`config.mk`:
```
export PLATFORM = sky130hd
export DESIGN_NAME = serial_subtractor_flat
export DESIGN_NICKNAME = d
export VERILOG_FILES = /design/src/rtl/serial_subtractor_if.sv /design/src/rtl/serial_subtractor.sv /design/src/flat_wrapper.sv
export SDC_FILE = /design/constraint.sdc
export NUM_CORES = 1
export LEC_CHECK = 0
export ABC_AREA = 1
export CAP_MARGIN = 30
export CORE_ASPECT_RATIO = 1.2
export CORE_MARGIN = 5
export CORE_UTILIZATION = 50
export DETAILED_ROUTE_END_ITERATION = 8
export GPL_TIMING_DRIVEN = 0
export PLACE_DENSITY = 0.78
export SLEW_MARGIN = 20
export SYNTH_ARGS = -nofsm -noshare
export SYNTH_HDL_FRONTEND = slang
export SYNTH_SLANG_ARGS = --single-unit
```
`constraint.sdc`:
```
create_clock -name clk -period 1.5 [get_ports clk]
set_input_delay 0.3 -clock clk [delete_from_list [all_inputs] [get_ports clk]]
set_output_delay 0.3 -clock clk [all_outputs]
set_load 0.02 [all_outputs]
```
`src/rtl/serial_subtractor_if.sv`:
```
//------------------------------------------------------------------------------
// Module      : serial_subtractor_if
// Description : Input/output valid-ready bundle for the bit-serial subtractor.
// Revision    : 1.0 - initial release
//------------------------------------------------------------------------------
`default_nettype none

interface serial_subtractor_if #(
  parameter int WIDTH = 4
);
  logic             in_valid;
  logic             in_ready;
  logic [WIDTH:0]   sum;
  logic [WIDTH-1:0] a;
  logic             out_valid;
  logic             out_ready;
  logic [WIDTH-1:0] b;
  logic             underflow;
  logic             overflow;

  modport master (
    output in_valid, sum, a, out_ready,
    input  in_ready, out_valid, b, underflow, overflow
  );

  modport slave (
    input  in_valid, sum, a, out_ready,
    output in_ready, out_valid, b, underflow, overflow
  );
endinterface

`default_nettype wire

```
`src/rtl/serial_subtractor.sv`:
```
//------------------------------------------------------------------------------
// Module      : serial_subtractor
// Description : Bit-serial b = sum - a, LSB first, with range flags.
// Revision    : 1.0 - initial release
//------------------------------------------------------------------------------
`default_nettype none

module serial_subtractor #(
  parameter int WIDTH = 4
) (
  input  wire logic           clk,
  input  wire logic           rst_n,
  serial_subtractor_if.slave  bus
);

  localparam int                 c_cnt_w = $clog2(WIDTH + 2);
  localparam logic [c_cnt_w-1:0] c_last  = c_cnt_w'(WIDTH);

  typedef enum logic [1:0] {
    S_IDLE  = 2'd0,
    S_SHIFT = 2'd1,
    S_DONE  = 2'd2
  } state_t;

  state_t r_state;
  state_t w_state_next;

  logic [WIDTH:0]     r_s_sh;
  logic [WIDTH:0]     r_a_sh;
  logic [WIDTH:0]     r_r_sh;
  logic               r_borrow;
  logic [c_cnt_w-1:0] r_cnt;

  logic w_s0;
  logic w_a0;
  logic w_d;
  logic w_borrow_next;
  logic w_done;

  assign w_s0          = r_s_sh[0];
  assign w_a0          = r_a_sh[0];
  assign w_d           = w_s0 ^ w_a0 ^ r_borrow;
  assign w_borrow_next = (~w_s0 & w_a0) | (~(w_s0 ^ w_a0) & r_borrow);

  always_ff @(posedge clk or negedge rst_n) begin
    if (!rst_n) begin
      r_state <= S_IDLE;
    end else begin
      r_state <= w_state_next;
    end
  end

  always_comb begin
    w_state_next = r_state;
    case (r_state)
      S_IDLE:  if (bus.in_valid)    w_state_next = S_SHIFT;
      S_SHIFT: if (r_cnt == c_last) w_state_next = S_DONE;
      S_DONE:  if (bus.out_ready)   w_state_next = S_IDLE;
      default: w_state_next = S_IDLE;
    endcase
  end

  always_ff @(posedge clk or negedge rst_n) begin
    if (!rst_n) begin
      r_s_sh   <= '0;
      r_a_sh   <= '0;
      r_r_sh   <= '0;
      r_borrow <= 1'b0;
      r_cnt    <= '0;
    end else begin
      case (r_state)
        S_IDLE: begin
          if (bus.in_valid) begin
            r_s_sh   <= bus.sum;
            r_a_sh   <= {1'b0, bus.a};
            r_r_sh   <= '0;
            r_borrow <= 1'b0;
            r_cnt    <= '0;
          end
        end
        S_SHIFT: begin
          // Result bits enter at the top so the LSB ends up at bit 0.
          r_r_sh   <= {w_d, r_r_sh[WIDTH:1]};
          r_s_sh   <= {1'b0, r_s_sh[WIDTH:1]};
          r_a_sh   <= {1'b0, r_a_sh[WIDTH:1]};
          r_borrow <= w_borrow_next;
          r_cnt    <= r_cnt + 1'b1;
        end
        default: begin
        end
      endcase
    end
  end

  assign w_done        = (r_state == S_DONE);
  assign bus.in_ready  = (r_state == S_IDLE);
  assign bus.out_valid = w_done;
  assign bus.b         = w_done ? r_r_sh[WIDTH-1:0] : '0;
  assign bus.underflow = w_done & r_borrow;
  // A set top bit with no final borrow means the true difference needs WIDTH+1 bits.
  assign bus.overflow  = w_done & r_r_sh[WIDTH] & ~r_borrow;

endmodule

`default_nettype wire

```
`src/flat_wrapper.sv`:
```
// flat-port wrapper written by rule: the top's interface ports become plain ports
module serial_subtractor_flat 
#(
  parameter int WIDTH = 4
)
  (clk, rst_n, bus_in_valid, bus_sum, bus_a, bus_out_ready, bus_in_ready, bus_out_valid, bus_b, bus_underflow, bus_overflow);
  serial_subtractor_if #(.WIDTH(WIDTH)) bus_i ();
  input  wire logic clk;
  input  wire logic rst_n;
  input wire logic [$bits(bus_i.in_valid)-1:0] bus_in_valid;
  input wire logic [$bits(bus_i.sum)-1:0] bus_sum;
  input wire logic [$bits(bus_i.a)-1:0] bus_a;
  input wire logic [$bits(bus_i.out_ready)-1:0] bus_out_ready;
  output wire logic [$bits(bus_i.in_ready)-1:0] bus_in_ready;
  output wire logic [$bits(bus_i.out_valid)-1:0] bus_out_valid;
  output wire logic [$bits(bus_i.b)-1:0] bus_b;
  output wire logic [$bits(bus_i.underflow)-1:0] bus_underflow;
  output wire logic [$bits(bus_i.overflow)-1:0] bus_overflow;
  assign bus_i.in_valid = bus_in_valid;
  assign bus_i.sum = bus_sum;
  assign bus_i.a = bus_a;
  assign bus_i.out_ready = bus_out_ready;
  assign bus_in_ready = bus_i.in_ready;
  assign bus_out_valid = bus_i.out_valid;
  assign bus_b = bus_i.b;
  assign bus_underflow = bus_i.underflow;
  assign bus_overflow = bus_i.overflow;
  serial_subtractor #(.WIDTH(WIDTH)) u_core (.clk(clk), .rst_n(rst_n), .bus(bus_i));
endmodule
```
# Word level (Yosys, flattened, before mapping)
# Index checks and enable logic that the tools add are counted.
totals:
  output_inout_bits: 8
  wordCells: 43
  in_bits: 13
  reg_bits: 21
classes:
  reduce_logical: 4
  muxes: 15
  n_eq_ne: 6
  addsub: 1
  bitwise: 11
ops:
  columns: ["op", "count"]
  rows:
  - ["one-hot mux 5 bit (2 select lines)", 3]
  - ["two-way mux 5 bit", 3]
  - ["two-way mux 2 bit", 3]
  - ["one-hot mux 2 bit (3 select lines)", 1]
  - ["one-hot mux 3 bit (2 select lines)", 1]
  - ["bitwise AND 1 bit", 5]
  - ["two-way mux 4 bit", 1]
  - ["inequality test 2 bit (second input constant)", 2]
  - ["adder 3 x 1 -> 3 bit (second input constant)", 1]
  - ["== test 3 bit (second input constant)", 1]
  - ["two-way mux 3 bit", 1]
  - ["NOT 1 bit", 3]
  - ["AND reduction 3 bit", 1]
  - ["== test 2 x 1 -> 1 bit (second input constant)", 1]
  - ["== test 2 bit (second input constant)", 1]
  - ["logical NOT 2 bit", 1]
  - ["inequality test 2 x 1 -> 1 bit (second input constant)", 1]
  - ["one-hot mux 1 bit (2 select lines)", 1]
  - ["AND reduction 2 bit", 1]
  - ["nonzero test 2 bit", 1]
  - ["XOR 1 bit", 2]
  - ["two-way mux 1 bit", 1]
  - ["OR 1 bit", 1]

# Depth between registers and ports, before layout
# Gate-level depths: netlist (run 1).
logic_depth:
  word_depth: 5
  depth_mapped: 6
  depth_no_buf: 5

# Worst setup path before layout (run 1)
# Ideal clock, no wire load.
synth_timing:
  path_type: "reg-to-output"
  from: "reg u_core.r_state[0]"
  to: "out bus_overflow"
  path_buffers: 1
  path_stages_with_launch: 5
  required_ns: 1.200
  path_slack_ns: 0.179
  t_arrival_ns: 1.021
  path_cell_list: "dfrtp_1 buf_6 inv_2 nand2_1 nor2_1"
synth_between:
  elab_chain_len: 3
synth_lines:
  columns: ["element", "line_no", "source"]
  rows:
  - ["from (decl)", "serial_subtractor.sv:25", "state_t r_state;"]
  - ["from (signal assigned)", "serial_subtractor.sv:49", "r_state <= w_state_next;"]
  - ["== test 2 bit", "serial_subtractor.sv:95", "assign w_done = (r_state == S_DONE);"]
  - ["bitwise AND 1 bit (2 in a row)", "serial_subtractor.sv:101", "assign bus.overflow = w_done & r_r_sh[WIDTH] & ~r_borrow;"]
  - ["to (decl)", "flat_wrapper.sv:18", "output wire logic [$bits(bus_i.overflow)-1:0] bus_overflow;"]
# No other way between the ends.

# Final worst setup path (run 1)
layout_timing:
  from: "reg u_core.r_state[0]"
  to: "out bus_b[0]"
layout_between:
  elab_chain_len: 2
layout_lines:
  columns: ["element", "line_no", "source"]
  rows:
  - ["== test 2 bit", "serial_subtractor.sv:95", null]
  - ["two-way mux 4 bit", "serial_subtractor.sv:98", "assign bus.b = w_done ? r_r_sh[WIDTH-1:0] : '0;"]
  - ["to (decl)", "flat_wrapper.sv:16", "output wire logic [$bits(bus_i.b)-1:0] bus_b;"]
# No other way between the ends.

==> results of run 1 <==
## area by class of cell
| class | count | area [um^2] | area share [%] |
|---|---|---|---|
| multi-input combinational | 76 | 479 | 32.3 |
| buffer | 5 | 67.6 | 4.55 |
| clock buffer | 3 | 22.5 | 1.52 |
| sequential | 20 | 502 | 33.8 |
| clock inverter | 1 | 30.0 | 2.02 |
| tap | 30 | 37.5 | 2.53 |
| inverter | 20 | 85.1 | 5.73 |
| timing repair buffer | 27 | 260 | 17.5 |
## sequential cells by signal (all words and copies together) (netlist names)
name / cells
u_core.r_s_sh: 5
u_core.r_cnt: 3
u_core.r_a_sh: 4
u_core.r_borrow: 1
u_core.r_state: 2
u_core.r_r_sh: 5
## metrics by stage
stage                     power, mW  setup TNS [ns]  setup WS, ns  instances
after floorplan                1.85               0         0.179        121
after global placement         2.11           -2.10        -0.311        171
after detailed placement       2.16           -2.39        -0.368        171
after CTS                      2.73         -0.0509       -0.0297        178
after global routing           3.01          -0.594       -0.0965        182
final                          2.77         -0.0207       -0.0103        182
## cells by family (layout without fill, tap and decap cells)
group / count (synthesis) / after routing / share of synthesized area, %
and+or+nand+nor: 61 / 61 / 27.5
AOI/OAI and AO/OA: 12 / 12 / 8.16
DFF: 20 / 20 / 46.6
adders and majority gates: 3 / 3 / 4.20
buffers and inverters: 25 / 56 / 13.5
## layer usage
metal  up-vias  part of all wire, %  global-route usage (%)
met5         -                    0                       0
met4         0                  2.8                    10.2
met3         7                  4.5                    3.69
met2        21                   49                    28.4
met1       415                   43                    21.4
li1        445                    -                       -
## layout by cell type (no fill, tap or decap)
cell type,count
sky130_fd_sc_hd__nor2_4,4
sky130_fd_sc_hd__o21ai_2,7
sky130_fd_sc_hd__clkbuf_8,1
sky130_fd_sc_hd__o21ai_0,3
sky130_fd_sc_hd__bufinv_16,1
sky130_fd_sc_hd__nand2_8,2
sky130_fd_sc_hd__nand2_1,25
sky130_fd_sc_hd__buf_6,11
sky130_fd_sc_hd__nand4_1,4
sky130_fd_sc_hd__nor2_2,2
sky130_fd_sc_hd__ha_1,2
sky130_fd_sc_hd__inv_2,2
sky130_fd_sc_hd__nand2_4,2
sky130_fd_sc_hd__clkdlybuf4s50_1,12
sky130_fd_sc_hd__o22ai_1,1
sky130_fd_sc_hd__clkbuf_4,3
sky130_fd_sc_hd__dfrtp_2,1
sky130_fd_sc_hd__nand3_1,20
sky130_fd_sc_hd__o21ai_1,1
sky130_fd_sc_hd__nor2_1,2
sky130_fd_sc_hd__inv_4,1
sky130_fd_sc_hd__inv_8,1
sky130_fd_sc_hd__buf_2,1
sky130_fd_sc_hd__buf_4,6
sky130_fd_sc_hd__inv_1,16
sky130_fd_sc_hd__buf_12,1
sky130_fd_sc_hd__fa_1,1
sky130_fd_sc_hd__dfrtp_1,19
## Yosys cell counts (all sizes together)
master  number  area share [%]
nand2       29              13
dfrtp       20              47
inv         20             7.2
nand3       20             9.3
o21ai       11             7.6
nor2         8             2.8
buf          4             5.0
nand4        4             2.3
ha           2             2.3
clkbuf       1             1.3
fa           1             1.9
o22ai        1            0.58
## timing repair
| action | 4_1_cts | 5_1_grt |
|---|---|---|
| gates resized for setup | 55 | 9 |
| pin swaps | 1 | 2 |
| endpoints found under the setup margin | 8 | 8 |
| hold buffers | 0 | 0 |
| setup buffers | 3 | 3 |
## final timing paths
| path | to | slack (ns) | cells after the start |
|---|---|---|---|
| worst min register to register | u_core.r_r_sh[2] | 0.51 | 2 |
| worst max-delay path | bus_b[0] | -0.01 | 5 |
| worst max register to register | u_core.r_a_sh[1] | 0.25 | 7 |
| worst min-delay path | u_core.r_r_sh[2] | 0.32 | 1 |
| max in group asynchronous | u_core.r_state[1] | 0.72 | 2 |
| min in group clk | u_core.r_r_sh[2] | 0.51 | 2 |
## critical path: stages (launching register included)
cell and delay [ns]:
sky130_fd_sc_hd__dfrtp_1 0.40, sky130_fd_sc_hd__buf_6 0.14, sky130_fd_sc_hd__inv_8 0.06, sky130_fd_sc_hd__nand2_8 0.08, sky130_fd_sc_hd__nor2_2 0.11, sky130_fd_sc_hd__buf_6 0.12
## power groups by stage
stage / registers [mW] / logic (mW) / clock network (mW)
2_1_floorplan: 0.875 / 0.972 / 0
3_3_place_gp: 0.893 / 1.22 / 0
3_5_place_dp: 0.911 / 1.25 / 0
4_1_cts: 0.911 / 1.37 / 0.450
5_1_grt: 0.944 / 1.59 / 0.478
6_report: 0.913 / 1.42 / 0.438
==> flow_summary.rst, run 1 <==
.. list-table::
   :header-rows: 1

   * - Metric
     - Value
   * - Result of the run
     - complete, but fails checks
   * - Violations in the final reports
     - setup timing
   * - Endpoint type of the worst setup path
     - output port
   * - Fraction of power consumed by the clock network
     - 15.8%
   * - Leakage power of the design
     - 0.711 nW
   * - Depth of the CTS H-tree
     - 1
   * - Diodes inserted
     - 0
   * - Total congestion overflow after global routing
     - 0
   * - Routed wire length
     - 2.32 mm
   * - Via count of the first global-routing pass
     - 913
   * - Part of the cycle the worst path needs
     - 101%
   * - Nets
     - 169
   * - Hold Slack
     - 0.316 ns
   * - DRC Markers
     - 0
   * - Minimum clock period
     - 1.51 ns
   * - Number of failing hold endpoints at the final stage
     - 0
   * - Launch point of the critical path
     - u_core.r_state[0]
   * - Clk Latency, worst-skew pair
     - 0.31 ns
   * - Die extent in x
     - 52.3 um
   * - Post-detailed-placement half-perimeter wirelength
     - 1.63 mm
   * - Fraction of final layout cells sized beyond drive strength 1
     - 30.3%
   * - Clock-pin slew on the worst setup and hold paths
     - 0.12 ns
   * - Upper clock frequency limit
     - 662 MHz
   * - Setup crit start kind
     - flip-flop
   * - Count of input and output buffers
     - 20
   * - Final setup violation count
     - 4
   * - Register share of total power
     - 33.0%
   * - Net switching power
     - 1.12 mW
   * - Unrepaired setup endpoints after global routing
     - yes
   * - TritonCTS buffer count
     - 3
   * - FF+latch count, synth
     - 20
   * - Initial cell density of the core
     - 52.4%
   * - Antenna-violating nets left
     - 0
   * - Design area
     - 1480 um^2
   * - Drt initial violations
     - 25
   * - Slew Viols, Final
     - 0
   * - Worst Path Arrival
     - 1.21 ns
   * - Internal Power
     - 1.65 mW
   * - Summed instance area of the synthesized netlist
     - 1070 um^2
   * - # IOs
     - 21
   * - Layout area overhead
     - 38.2%
   * - Post-synth net total
     - 137
   * - Syn. warnings
     - 0
   * - Peak VDD IR
     - 0.00138 V
   * - Number of sinks handled by clock tree synthesis
     - 20
   * - Synthesized instance count
     - 121
   * - Clock tree from TritonCTS
     - built
   * - Wire length of the first global-routing pass
     - 4.04 mm
   * - Total core area
     - 2050 um^2
   * - Mean routed wirelength per cell
     - 12.8 um
   * - Vertical die dimension
     - 60.8 um
   * - Vias
     - 888
   * - Maximum clock skew at final layout
     - 0.00731 ns
   * - Post-detailed-route via-to-cell ratio
     - 4.88
   * - Max transition margin
     - 65.9%
   * - Pin count of the biggest net entering global routing
     - 21
   * - Power density relative to cell area
     - 1870 nW/um^2
   * - Critical R2R Launch
     - u_core.r_state[0]
   * - Count of unique library cells instantiated by Yosys
     - 19
   * - Setup slack of the critical path after layout
     - -0.0103 ns
   * - Final weighted congestion of routability-driven global placement
     - 0.791
   * - Initial antenna violation count
     - 0
   * - Number of rows in the core area
     - 18
   * - Maximum root-to-sink buffer count
     - 2
   * - Required time reported for the critical path endpoint
     - 1.20 ns
   * - Worst Setup Path Type
     - reg2out
   * - Combinational share of power
     - 51.2%
   * - Type of the worst min-delay path
     - in2async
   * - Post-layout util
     - 72.4%
   * - Global-route total usage across every layer
     - 17.5%
   * - Worst-path maximum fanout
     - 8
   * - Number of maximum-capacitance violations
     - 0
   * - Area of placed instances
     - 1310 um^2
   * - Cell at the root of the clock tree
     - sky130_fd_sc_hd__clkbuf_4
   * - Fill cell count
     - 158
   * - Die ar.
     - 3180 um^2
   * - Least-Margin Pin Slew
     - 0.509 ns
   * - Fraction of the yosys area taken by sequential cells
     - 46.6%
   * - Switching share of power
     - 40.5%
   * - Average footprint of a synthesized cell
     - 8.87 um^2
   * - TritonRoute pass-1 iters
     - 4
Note: power is estimated with default switching activity, not from simulation.
==> inputs of run 2 (changes only) <==
- CORE_UTILIZATION: 50 -> 45
- PLACE_DENSITY: 0.78 -> 0.74
- RECOVER_POWER: default -> 25
- clock period: 1.5 -> 1.35 ns (I/O delays scaled with it)
==> run 2 against run 1 <==
The flow still finishes with violations (setup timing). Wire length fell by 4.5%. Final cell count did not move. Final area decreased by 0.76%. Total power grew 4.4%. Clock power shrank 23%. Critical endpoint is now bus_overflow.
==> flow_summary.rst, run 2 (synthesized netlist as in run 1, its figures left out) <==
.. list-table::
   :header-rows: 1

   * - Metric
     - Value
   * - Worst-path maximum fanout
     - 8 (unchanged)
   * - Required time reported for the critical path endpoint
     - 1.08 ns (was 1.20 ns)
   * - Setup slack of the critical path after layout
     - -0.0783 ns (was -0.0103 ns)
   * - Depth of the CTS H-tree
     - 1 (unchanged)
   * - TritonCTS buffer count
     - 3 (unchanged)
   * - Initial cell density of the core
     - 47.0% (was 52.4%)
   * - Number of rows in the core area
     - 19 (was 18)
   * - Setup crit start kind
     - flip-flop (unchanged)
   * - Leakage power of the design
     - 0.706 nW (was 0.711 nW)
   * - Clock-pin slew on the worst setup and hold paths
     - 0.11 ns (was 0.12 ns)
   * - Final weighted congestion of routability-driven global placement
     - 0.817 (was 0.791)
   * - Wire length of the first global-routing pass
     - 3.50 mm (was 4.04 mm)
   * - Type of the worst min-delay path
     - in2async (unchanged)
   * - Worst Path Arrival
     - 1.16 ns (was 1.21 ns)
   * - Most common cell after layout, fill and taps aside
     - sky130_fd_sc_hd__nand2_1 (unchanged)
   * - Post-detailed-route via-to-cell ratio
     - 4.97 (was 4.88)
   * - Peak VDD IR
     - 0.00124 V (was 0.00138 V)
   * - Number of hold buffers added after CTS
     - 0 (unchanged)
   * - Number of maximum-capacitance violations
     - 0 (unchanged)
   * - Number of failing hold endpoints at the final stage
     - 0 (unchanged)
   * - Worst R2R End
     - u_core.r_r_sh[4] (was u_core.r_a_sh[1])
   * - Die extent in x
     - 54.6 um (was 52.3 um)
   * - Part of the cycle the worst path needs
     - 106%
   * - Routed wire length
     - 2.22 mm (was 2.32 mm)
   * - Nets
     - 168 (was 169)
   * - Global-route met3 utilization
     - 2.36% (was 3.69%)
   * - Violations in the final reports
     - setup timing (unchanged)
   * - Power density relative to cell area
     - 1960 nW/um^2 (was 1870 nW/um^2)
   * - Number of cells on the worst reg-to-reg path
     - 3 (was 7)
   * - Met2 layer usage reported by global route
     - 21.6% (was 28.4%)
   * - Drt initial violations
     - 39 (was 25)
   * - Register-to-register path setup slack
     - 0.07 ns (was 0.25 ns)
   * - Vertical die dimension
     - 63.5 um (was 60.8 um)
   * - Pin count of the biggest net entering global routing
     - 21 (unchanged)
   * - Slew Viols, Final
     - 0 (unchanged)
   * - Endpoint type of the worst setup path
     - output port (unchanged)
   * - Layout area overhead
     - 37.2% (was 38.2%)
   * - Number of sinks handled by clock tree synthesis
     - 20 (unchanged)
   * - Fraction of final layout cells sized beyond drive strength 1
     - 29.8% (was 30.3%)
   * - Count of input and output buffers
     - 20 (unchanged)
   * - Clock tree from TritonCTS
     - built (unchanged)
   * - Initial antenna violation count
     - 0 (unchanged)
   * - Least-Margin Pin Slew
     - 0.561 ns (was 0.509 ns)
   * - Global-route track usage on met1
     - 18.2% (was 21.4%)
   * - Max transition margin
     - 62.5% (was 65.9%)
   * - Via count of the first global-routing pass
     - 772 (was 913)
   * - Most frequent cells in the layout
     - 25 x sky130_fd_sc_hd__nand2_1, 20 x sky130_fd_sc_hd__nand3_1, 18 x sky130_fd_sc_hd__dfrtp_1 (was 25 x sky130_fd_sc_hd__nand2_1, 20 x sky130_fd_sc_hd__nand3_1, 19 x sky130_fd_sc_hd__dfrtp_1)
   * - Maximum root-to-sink buffer count
     - 2 (unchanged)
   * - Power Total
     - 2.89 mW (was 2.77 mW)
   * - Layer with the highest usage after global routing
     - met2 (unchanged)
   * - Clk Latency, worst-skew pair
     - 0.29 ns (was 0.31 ns)
   * - Vias
     - 905 (was 888)
   * - Largest registers ranked by flip-flop count
     - u_core.r_r_sh (5), u_core.r_s_sh (5), u_core.r_a_sh (4) (unchanged)
   * - Cell at the root of the clock tree
     - sky130_fd_sc_hd__clkbuf_4 (unchanged)
   * - Critical R2R Launch
     - u_core.r_borrow (was u_core.r_state[0])
   * - Area of placed instances
     - 1310 um^2 (about the same)
   * - Antenna-violating nets left
     - 0 (unchanged)
   * - Die ar.
     - 3470 um^2 (was 3180 um^2)
   * - Minimum clock period
     - 1.43 ns
   * - Final setup violation count
     - 7 (was 4)
   * - # IOs
     - 21 (unchanged)
   * - Maximum clock skew at final layout
     - 0.00741 ns (was 0.00731 ns)
   * - Global-route total usage across every layer
     - 13.7% (was 17.5%)
   * - Result of the run
     - complete, but fails checks (unchanged)
   * - Total core area
     - 2280 um^2 (was 2050 um^2)
   * - Unrepaired setup endpoints after global routing
     - yes (unchanged)
   * - Mean routed wirelength per cell
     - 12.2 um (was 12.8 um)
   * - Post-detailed-placement half-perimeter wirelength
     - 1.57 mm (was 1.63 mm)
   * - DRC Markers
     - 0 (unchanged)
   * - Design area
     - 1470 um^2 (was 1480 um^2)
   * - Upper clock frequency limit
     - 700 MHz
   * - TritonRoute pass-1 iters
     - 4 (unchanged)
   * - Hold Slack
     - 0.320 ns (was 0.316 ns)
   * - Worst Setup Path Type
     - reg2out (unchanged)
   * - Total congestion overflow after global routing
     - 0 (unchanged)
   * - Diodes inserted
     - 0 (unchanged)
run 2: changes by cell type in the layout (fill, tap and decap cells not counted), sizes merged:
cell | previous run | this run
buf | 19 | 17
dlygate4sd3 | 0 | 1
clkbuf | 4 | 5
dlymetal6s2s | 0 | 1
clkdlybuf4s50 | 12 | 11
bufinv | 1 | 0
run 2: power by group:
group / switching, mW / internal [mW]
Clock: 0.174 / 0.164
Sequential: 0.165 / 0.858
Combinational: 0.886 / 0.645
Total: 1.22 / 1.67
run 2: critical path: stages (launching register included):
cell                      delay [ns]
sky130_fd_sc_hd__dfrtp_2        0.46
sky130_fd_sc_hd__inv_8          0.08
sky130_fd_sc_hd__nand2_8        0.09
sky130_fd_sc_hd__nor2_4         0.12
sky130_fd_sc_hd__buf_6          0.12
run 2: metal layers:
layer,up-vias,routed length [um]
li1,444,-
met1,434,921
met2,23,1170
met3,4,94
met4,0,28
met5,-,0
run 2: worst max-delay path by stage:
stage | start | to | slack, ns | cells after the start
after floorplan | u_core.r_state[0] | bus_overflow | 0.06 | 4
after global placement | u_core.r_state[0] | bus_b[2] | -0.44 | 5
after detailed placement | u_core.r_state[0] | bus_overflow | -0.49 | 5
after CTS | u_core.r_state[0] | bus_b[3] | -0.10 | 5
after global routing | u_core.r_state[0] | bus_overflow | -0.13 | 4
final | u_core.r_state[0] | bus_overflow | -0.08 | 4
run 2: repair_timing:
item | 4_1_cts | 5_1_grt
pin swaps | 2 | 4
endpoints found under the setup margin | 8 | 8
buffers inserted | 5 | 1
resized for setup | 64 | 4
endpoints found under the hold margin | 0 | 0
run 2: layout make-up:
cell class	count	area [um^2]
buffer	4	56.3
clock buffer	4	36.3
fill	197	810
inverter	20	85.1
multi-input combinational	76	489
sequential	20	503
tap	31	38.8
timing repair buffer	27	264
run 2: metrics by stage:
| stage | setup TNS [ns] | instances | setup slack, ns | utilization [%] |
|---|---|---|---|---|
| 2_1_floorplan | 0 | 121 | 0.0592 | - |
| 3_3_place_gp | -4.21 | 172 | -0.438 | 57.5 |
| 3_5_place_dp | -4.82 | 172 | -0.487 | 57.5 |
| 4_1_cts | -0.605 | 181 | -0.101 | 63.6 |
| 5_1_grt | -0.804 | 182 | -0.130 | 64.5 |
| 6_report | -0.412 | 182 | -0.0783 | 64.5 |
==> inputs of run 3 (changes only) <==
- GPL_TIMING_DRIVEN: 0 -> default
==> run 3 against run 2 <==
The run still ends with setup timing left. Via count rose by 0.11%. First-iteration DRC count fell by 54%. Critical path depth did not move. Largest power group unchanged. Sequential power barely moved. Clock-buffer cell count did not move. Register-to-register slack barely moved. Critical path type unchanged. Largest cell class unchanged. Setup slack improved by 0.033 ns. Flip-flop and latch count did not move. Wire length fell by 3.1%. Fmax rose by 2.4%. Global-route usage rose by 0.85 points.
==> flow_summary.rst, run 3 (synthesized netlist as in run 1, its figures left out) <==
.. list-table::
   :header-rows: 1

   * - Metric
     - Value
   * - DRC Markers
     - 0 (unchanged)
   * - Power density relative to cell area
     - 1980 nW/um^2 (was 1960 nW/um^2)
   * - Number of rows in the core area
     - 19 (unchanged)
   * - Peak VDD IR
     - 0.00101 V (was 0.00124 V)
   * - Number of sinks handled by clock tree synthesis
     - 20 (unchanged)
   * - Setup crit start kind
     - flip-flop (unchanged)
   * - Unrepaired setup endpoints after global routing
     - yes (unchanged)
   * - # IOs
     - 21 (unchanged)
   * - Diodes inserted
     - 0 (unchanged)
   * - Global-route total usage across every layer
     - 14.5% (was 13.7%)
   * - Post-detailed-placement half-perimeter wirelength
     - 1.54 mm (was 1.57 mm)
   * - Leakage power of the design
     - 0.717 nW (was 0.706 nW)
   * - Cell at the root of the clock tree
     - sky130_fd_sc_hd__clkbuf_4 (unchanged)
   * - Maximum root-to-sink buffer count
     - 2 (unchanged)
   * - Violations in the final reports
     - setup timing (unchanged)
   * - Layout area overhead
     - 33.9% (was 37.2%)
   * - Required time reported for the critical path endpoint
     - 1.08 ns (about the same)
   * - Vias
     - 906 (was 905)
   * - Design area
     - 1440 um^2 (was 1470 um^2)
   * - Upper clock frequency limit
     - 717 MHz (was 700 MHz)
   * - Maximum clock skew at final layout
     - 0.00160 ns (was 0.00741 ns)
   * - TritonRoute pass-1 iters
     - 4 (unchanged)
   * - Total core area
     - 2280 um^2 (unchanged)
   * - Area of placed instances
     - 1350 um^2 (was 1310 um^2)
   * - Fraction of final layout cells sized beyond drive strength 1
     - 30.1% (was 29.8%)
   * - Clock tree from TritonCTS
     - built (unchanged)
   * - Area of combinational cells with multiple inputs
     - 459 um^2 (was 489 um^2)
   * - Post-detailed-route via-to-cell ratio
     - 4.84 (was 4.97)
   * - Crit path max-delay cell type
     - sky130_fd_sc_hd__dfrtp_1 (was sky130_fd_sc_hd__dfrtp_2)
   * - Endpoint type of the worst setup path
     - output port (unchanged)
   * - Number of hold buffers added after CTS
     - 0 (unchanged)
   * - Count of input and output buffers
     - 20 (unchanged)
   * - Clk Latency, worst-skew pair
     - 0.30 ns (was 0.29 ns)
   * - Total congestion overflow after global routing
     - 0 (unchanged)
   * - Number of failing hold endpoints at the final stage
     - 0 (unchanged)
   * - Most frequent cells in the layout
     - 25 x sky130_fd_sc_hd__nand2_1, 20 x sky130_fd_sc_hd__nand3_1, 20 x sky130_fd_sc_hd__dfrtp_1 (was 25 x sky130_fd_sc_hd__nand2_1, 20 x sky130_fd_sc_hd__nand3_1, 18 x sky130_fd_sc_hd__dfrtp_1)
   * - Drt initial violations
     - 18 (was 39)
   * - Die extent in x
     - 54.6 um (unchanged)
   * - Die ar.
     - 3470 um^2 (unchanged)
   * - Flip-flop and latch area
     - 500 um^2 (was 503 um^2)
   * - Minimum clock period
     - 1.39 ns (was 1.43 ns)
   * - Setup slack of the critical path after layout
     - -0.0448 ns (was -0.0783 ns)
   * - Post-layout util
     - 63.0% (was 64.5%)
   * - Part of the cycle the worst path needs
     - 103% (was 106%)
   * - Type of the worst min-delay path
     - in2async (unchanged)
   * - Worst-path maximum fanout
     - 8 (unchanged)
   * - Routed wire length
     - 2.15 mm (was 2.22 mm)
   * - Stage delay of the slowest cell on the critical path
     - 0.42 ns (was 0.46 ns)
   * - Final setup violation count
     - 7 (unchanged)
   * - Slew Viols, Final
     - 0 (unchanged)
   * - Result of the run
     - complete, but fails checks (unchanged)
   * - Initial cell density of the core
     - 47.0% (unchanged)
   * - Depth of the CTS H-tree
     - 1 (unchanged)
   * - Vertical die dimension
     - 63.5 um (unchanged)
   * - Fill cell count
     - 216 (was 197)
   * - Number of maximum-capacitance violations
     - 0 (unchanged)
   * - Pin count of the biggest net entering global routing
     - 21 (unchanged)
   * - Nets
     - 173 (was 168)
   * - Mean routed wirelength per cell
     - 11.5 um (was 12.2 um)
   * - Final weighted congestion of routability-driven global placement
     - 0.773 (was 0.817)
   * - Power Total
     - 2.85 mW (was 2.89 mW)
   * - Largest registers ranked by flip-flop count
     - u_core.r_r_sh (5), u_core.r_s_sh (5), u_core.r_a_sh (4) (unchanged)
   * - Wire length of the first global-routing pass
     - 3.75 mm (was 3.50 mm)
   * - Initial antenna violation count
     - 0 (unchanged)
   * - TritonCTS buffer count
     - 3 (unchanged)
   * - Via count of the first global-routing pass
     - 862 (was 772)
   * - Setup slack at placement
     - -0.256 ns (was -0.487 ns)
   * - Clock-pin slew on the worst setup and hold paths
     - 0.11 ns (about the same)
   * - Critical path cell sequence
     - inv_2 -> nand2_4 -> nor2_1 -> buf_4 (was inv_8 -> nand2_8 -> nor2_4 -> buf_6)
   * - Max transition margin
     - 66.6% (was 62.5%)
   * - Least-Margin Pin Slew
     - 0.502 ns (was 0.561 ns)
   * - Most common cell after layout, fill and taps aside
     - sky130_fd_sc_hd__nand2_1 (unchanged)
   * - Worst Setup Path Type
     - reg2out (unchanged)
   * - Worst Path Arrival
     - 1.12 ns (was 1.16 ns)
   * - Antenna-violating nets left
     - 0 (unchanged)
-- run 3: changes by cell type in the layout (fill, tap and decap cells not counted), moves of 2 or more --
cell	before	now
sky130_fd_sc_hd__buf_4	7	17
sky130_fd_sc_hd__nor2_4	6	1
sky130_fd_sc_hd__buf_6	9	6
sky130_fd_sc_hd__nor2_2	0	3
sky130_fd_sc_hd__dfrtp_1	18	20
sky130_fd_sc_hd__dfrtp_2	2	0
sky130_fd_sc_hd__nor2_1	2	4
-- run 3: metal layers --
metal,wire [um],global-route usage (%),part of all wire [%]
met5,0,0,0
met3,89,2.36,4.1
met4,29,7.17,1.4
met2,1110,22.0,52
met1,918,19.3,43
-- run 3: worst max-delay path: cells and delay by family (launching register included) --
| kind | cells | cell delay [ns] |
|---|---|---|
| AND/OR/NAND/NOR | 2 | 0.18 |
| buffers and inverters | 2 | 0.24 |
| flip-flops | 1 | 0.42 |
-- run 3: where the power goes --
group | switching, mW | internal (mW) | leakage [nW]
registers | 0.140 | 0.853 | 0.256
clock network | 0.186 | 0.164 | 0.0210
logic | 0.869 | 0.637 | 0.440
total | 1.20 | 1.65 | 0.717
-- run 3: path summary, 6_finish.rpt --
path / start / end / slack [ns] / cells past startpoint
max: u_core.r_state[0] / bus_b[1] / -0.04 / 4
min in group clk: bus_a[3] / u_core.r_a_sh[3] / 0.50 / 3
min: rst_n / u_core.r_r_sh[0] / 0.45 / 2
max reg2reg: u_core.r_borrow / u_core.r_r_sh[4] / 0.07 / 3
min reg2reg: u_core.r_r_sh[2] / u_core.r_r_sh[1] / 0.51 / 2
max in group asynchronous: rst_n / u_core.r_s_sh[4] / 0.57 / 2
-- run 3: timing repair --
action | 4_1_cts | 5_1_grt
cloned | 0 | 0
gates resized for setup | 46 | 12
pin swaps | 1 | 0
setup endpoints to repair | 8 | 24
setup buffers | 1 | 1
-- run 3: area by class of cell --
type                       instances  area share, %
sequential                        20           34.8
multi-input combinational         76           31.9
timing repair buffer              36           22.3
inverter                          20           5.74
tap                               31           2.70
clock buffer                       4           2.52
-- run 3: stage by stage --
stage	setup TNS [ns]	hold slack [ns]	instances
after floorplan	0	-0.0256	121
after global placement	-1.76	0.463	181
after detailed placement	-1.96	0.475	181
after CTS	-0.248	0.302	186
after global routing	-0.732	0.498	187
final	-0.213	0.446	187
